### config.mk
export PLATFORM = sky130hd
export DESIGN_NAME = line_burst_adapter
export DESIGN_NICKNAME = d
export VERILOG_FILES = /design/src/rtl/line_burst_adapter.sv
export SDC_FILE = /design/constraint.sdc
export NUM_CORES = 1
export LEC_CHECK = 0
export CAP_MARGIN = 20
export CORE_AREA = 4 4 276 278
export DETAILED_ROUTE_END_ITERATION = 8
export DIE_AREA = 0 0 280 282
export DONT_BUFFER_PORTS = 1
export SLEW_MARGIN = 40
export SYNTH_ARGS = -nofsm -noshare
export SYNTH_HDL_FRONTEND = slang
export SYNTH_SLANG_ARGS = --single-unit
### constraint.sdc
create_clock -name clk -period 3.1 [get_ports clk]
set_clock_uncertainty 0.05 [all_clocks]
set_input_delay 0.31 -clock clk [delete_from_list [all_inputs] [get_ports clk]]
set_output_delay 0.31 -clock clk [all_outputs]
set_load 0.05 [all_outputs]
### src/rtl/line_burst_adapter.sv
// Cache-line responder: turns one 256-bit line read/write into a fixed
// 4-beat, 64-bit burst on the memory side and pulses line_resp_o when done.
module line_burst_adapter #(
  parameter int LINE_W   = 256,
  parameter int BEAT_W   = 64,
  parameter int BEATS    = 4,
  parameter int OFFSET_W = 5
) (
  input  logic              clk,
  input  logic              rst,
  input  logic              line_read_i,
  input  logic              line_write_i,
  input  logic [31:0]       line_addr_i,
  input  logic [LINE_W-1:0] line_wdata_i,
  output logic [LINE_W-1:0] line_rdata_o,
  output logic              line_resp_o,
  output logic              burst_read_o,
  output logic              burst_write_o,
  output logic [31:0]       burst_addr_o,
  output logic [BEAT_W-1:0] burst_wdata_o,
  input  logic [BEAT_W-1:0] burst_rdata_i,
  input  logic              burst_resp_i
);

  localparam int              CNT_W     = (BEATS > 1) ? $clog2(BEATS) : 1;
  localparam logic [CNT_W-1:0] LAST_BEAT = CNT_W'(BEATS - 1);
  localparam logic [31:0]     ADDR_MASK = ~((32'd1 << OFFSET_W) - 32'd1);

  typedef enum logic [1:0] {IDLE, RD_BURST, WR_BURST, DONE} state_e;

  state_e             state_q, state_d;
  logic [CNT_W-1:0]   cnt_q, cnt_d;
  logic [31:0]        addr_q, addr_d;
  // Shared line buffer: holds write data for writes, assembles beats for reads.
  logic [LINE_W-1:0]  line_q, line_d;
  logic [LINE_W-1:0]  rdata_q, rdata_d;

  always_comb begin
    // NOTE: every variable gets a default first so no path leaves it unassigned (no latch).
    state_d = state_q;
    cnt_d   = cnt_q;
    addr_d  = addr_q;
    line_d  = line_q;
    rdata_d = rdata_q;

    case (state_q)
      IDLE: begin
        if (line_read_i || line_write_i) begin
          addr_d  = line_addr_i & ADDR_MASK;
          line_d  = line_wdata_i;
          cnt_d   = '0;
          state_d = line_read_i ? RD_BURST : WR_BURST;
        end
      end
      RD_BURST: begin
        if (burst_resp_i) begin
          line_d[BEAT_W*cnt_q +: BEAT_W] = burst_rdata_i;
          cnt_d = cnt_q + 1'b1;
          // Publish the whole line at once so line_rdata_o stays stable mid-burst.
          if (cnt_q == LAST_BEAT) begin
            rdata_d = line_d;
            state_d = DONE;
          end
        end
      end
      WR_BURST: begin
        if (burst_resp_i) begin
          cnt_d = cnt_q + 1'b1;
          if (cnt_q == LAST_BEAT) state_d = DONE;
        end
      end
      default: state_d = IDLE;
    endcase
  end

  // NOTE: sequential state uses non-blocking assignments only; always_comb above uses blocking.
  always_ff @(posedge clk) begin
    if (rst) begin
      state_q <= IDLE;
      cnt_q   <= '0;
      addr_q  <= '0;
      line_q  <= '0;
      rdata_q <= '0;
    end else begin
      state_q <= state_d;
      cnt_q   <= cnt_d;
      addr_q  <= addr_d;
      line_q  <= line_d;
      rdata_q <= rdata_d;
    end
  end

  assign burst_read_o  = (state_q == RD_BURST);
  assign burst_write_o = (state_q == WR_BURST);
  assign line_resp_o   = (state_q == DONE);
  assign burst_addr_o  = addr_q;
  assign burst_wdata_o = (state_q == WR_BURST) ? line_q[BEAT_W*cnt_q +: BEAT_W] : '0;
  assign line_rdata_o  = rdata_q;

endmodule

==> results.cfg <==
[critical_path]
endpoint = line_q[92]
worstSetupStartpointType = flip-flop
cp.arrival_ns = 3.49
r2r_cells = 8
cp.buffers_inverters = 5
crit_path_frequent_cell = buf_4
crit_type = flip-flop to flip-flop
cp_data_required_time_ns = 3.62
crit_start = cnt_q[0]
crit_path_cell_trace = buf_4 > buf_16 > ha_1 > inv_4 > buf_4 > a31oi_1 > a311oi_1 > dlygate4sd3_1
path_depth = 8
rrSetupSlack_ns = 0.13
r2r_start = cnt_q[0]
rr_endpoint = line_q[92]
cp_top_family = buffers and inverters
critPathMaxStageDelay_ns = 0.62
crit_fanout = 35
end_kind = flip-flop
cp_slowest_cell = dlygate4sd3_1

[place]
globalplace.congestion = 0.898
io_buffers = 0
dp_cells = 3912
place_hpwl_mm = 72.1

[logic_synthesis]
netlist.top_cell.by_area = dfxtp_1
ys_seq_elements = 543
synth_area_sq_um = 27600
yosys-top-cells-area = dfxtp_1 (39%), nor2_1 (6.2%), a221oi_1 (6.1%)
synth_warnings = 0
ys_types = 37
yosysSeqAreaShare_pct = 39.4
yosys-top-cells-count = dfxtp_1 (543), nor2_1 (453), nand2_1 (310), nor2b_1 (257), nor3_1 (257)
synth.most_common_cell = dfxtp_1
synth_edf_count = 0
synth.avg_cell_area_sq_um = 8.39
syn-instance-count = 3287
synthArstFlopShare_pct = 0
synth_top_area_share_pct = 39.4
ys.flop_type = dfxtp_1

[finish]
synthToLayoutAreaGrowth_pct = 29.5
final_util_pct = 48.3
stdcell_count = 4591
drive_above_1_share_pct = 9.74
layout.nets = 3891

[detailed_routing]
ant_nets = 0
drcViolationCount = 0
wl_mm = 123
num_vias = 29087
wl_per_cell_um = 26.8
viasPerCell = 6.34
first_iter_violations = 3595
first_pass_iters = 5

[floorplanning]
die_w_um = 280
start_util_pct = 37.3
die_h_um = 282
fp.dieArea_sq_um = 79000
io_pins = 712
core_sq_um = 73900
rows = 100

[power]
cellPowerDensity_nw_per_um2 = 908
leakage_uw = 0.0132
peakVddDrop_mv = 0.649

[sta]
holdWs_ns = 0.0423
final_max_slew_viol_count = 0
rsz0062_at_grt = no
fin_setup_tns_ns = 0
period_minus_slack_ns = 2.97
fmax_ghz = 0.337
slew_headroom_pct = 27.4
worst_pin_slew_ns = 1.09
finalCritPeriodShare_pct = 95.7
hold_viol = 0
final-setup-viol-count = 0

[outcome]
status = finished, final reports clean

[clock_network]
cts_tree = built
cts.sinks = 543
cts_buffer_depth = 3
cts_buffers = 61
cts_root_buf = clkbuf_16
clk_pin_slew_worst_paths_ns = 0.06
insertion_delay_ns = 0.63
ctsHtreeMaxLevel = 2

[global_routing]
grt_pass1_vias = 27633
grt_max_degree = 394
overflow = 0
antenna_found_initial = 48
grt_pass1_wl_mm = 176
grt_usage_pct = 28.3

[job]
drv_cap = 0

[min_path]
hold_class = input pin to flip-flop
worst min-delay path by stage:
stage / startpoint / end / slack, ns / depth (start not counted)
global placement: rst / line_q[237] / 0.38 / 1
global route: burst_rdata_i[0] / line_rdata_o[0] / 0.03 / 3
finish: burst_resp_i / state_q[1] / 0.04 / 4
detailed placement: rst / line_q[43] / 0.37 / 1
CTS: burst_rdata_i[0] / line_rdata_o[0] / 0.001 / 3
floorplan: line_addr_i[10] / burst_addr_o[10] / 0.40 / 2
through the flow:
stage | area [sq um] | total power [uW] | worst slack (ns)
floorplan | 27600 | 18200 | 0.565
detailed placement | 28100 | 21200 | 0.538
global placement | 28100 | 21000 | 0.594
finish | 35700 | 32400 | 0.133
CTS | 35300 | 31400 | 0.0395
global route | 35700 | 33800 | 0.0294
power breakdown:
group | internal [uW] | switching [uW] | leakage (uW)
clock | 4800 | 3230 | 0.00109
combinational | 6070 | 7980 | 0.00770
sequential | 8490 | 1860 | 0.00445
total | 19400 | 13100 | 0.0132
sequential cells by signal, indices dropped and copies added, names as in the netlist:
name and flops:
line_q 256, line_rdata_o 256, state_q 2, burst_addr_o 27, cnt_q 2
worst register-to-register path, stage by stage (launching register included):
cell	delay, ns
dfxtp_4	0.34
buf_4	0.15
buf_16	0.17
ha_1	0.27
inv_4	0.42
buf_4	0.43
a31oi_1	0.15
a311oi_1	0.33
dlygate4sd3_1	0.62
routing by layer:
layer | global-route usage (%) | share of wire [%] | vias up
met2 | 42.4 | 44 | 2025
met4 | 16.5 | 6.0 | 12
met1 | 36.9 | 39 | 13966
met5 | 0 | 0.065 | -
li1 | - | - | 12644
met3 | 7.53 | 11 | 440
timing repair:
item | in CTS | in global routing
setup buffers | 0 | 10
endpoints found under the hold margin | 543 | 0
endpoints found under the setup margin | 0 | 152
hold buffers | 501 | 0
gates resized for setup | 0 | 12
cell type report:
type	instances	area, sq um
multi-input combinational	2310	14900
clock buffer	86	1810
sequential	543	10900
antenna	48	120
timing repair buffer	600	6390
inverter	8	37.5
tap	969	1210
clock inverter	27	388
fill	6935	38200
kinds of logic (layout without fill, tap and decap cells):
logic type,count (synthesis),count (layout),synth area share (%)
AOI/OAI and AO/OA,867,867,24.8
adders and majority gates,10,10,0.454
muxes,67,67,5.34
buffers and inverters,439,721,7.10
DFF,543,543,39.4
other,1,53,0.0136
and+or+nand+nor,1360,1361,22.9
placed cells by master (no fill, tap or decap), types with 50 or more instances in the layout:
cell and n:
nor2_1 453, dfxtp_1 539, nand2_1 309, a211oi_1 64, dlygate4sd3_1 500, buf_4 52
o21bai_1 64, o22ai_1 64, and2_1 64, clkbuf_16 66, mux4_2 64, a31oi_1 256
a311oi_1 142, nor3_1 257, nor2b_1 257, a311oi_2 50, a221oi_1 192
Power figures use the tool's default switching activity.
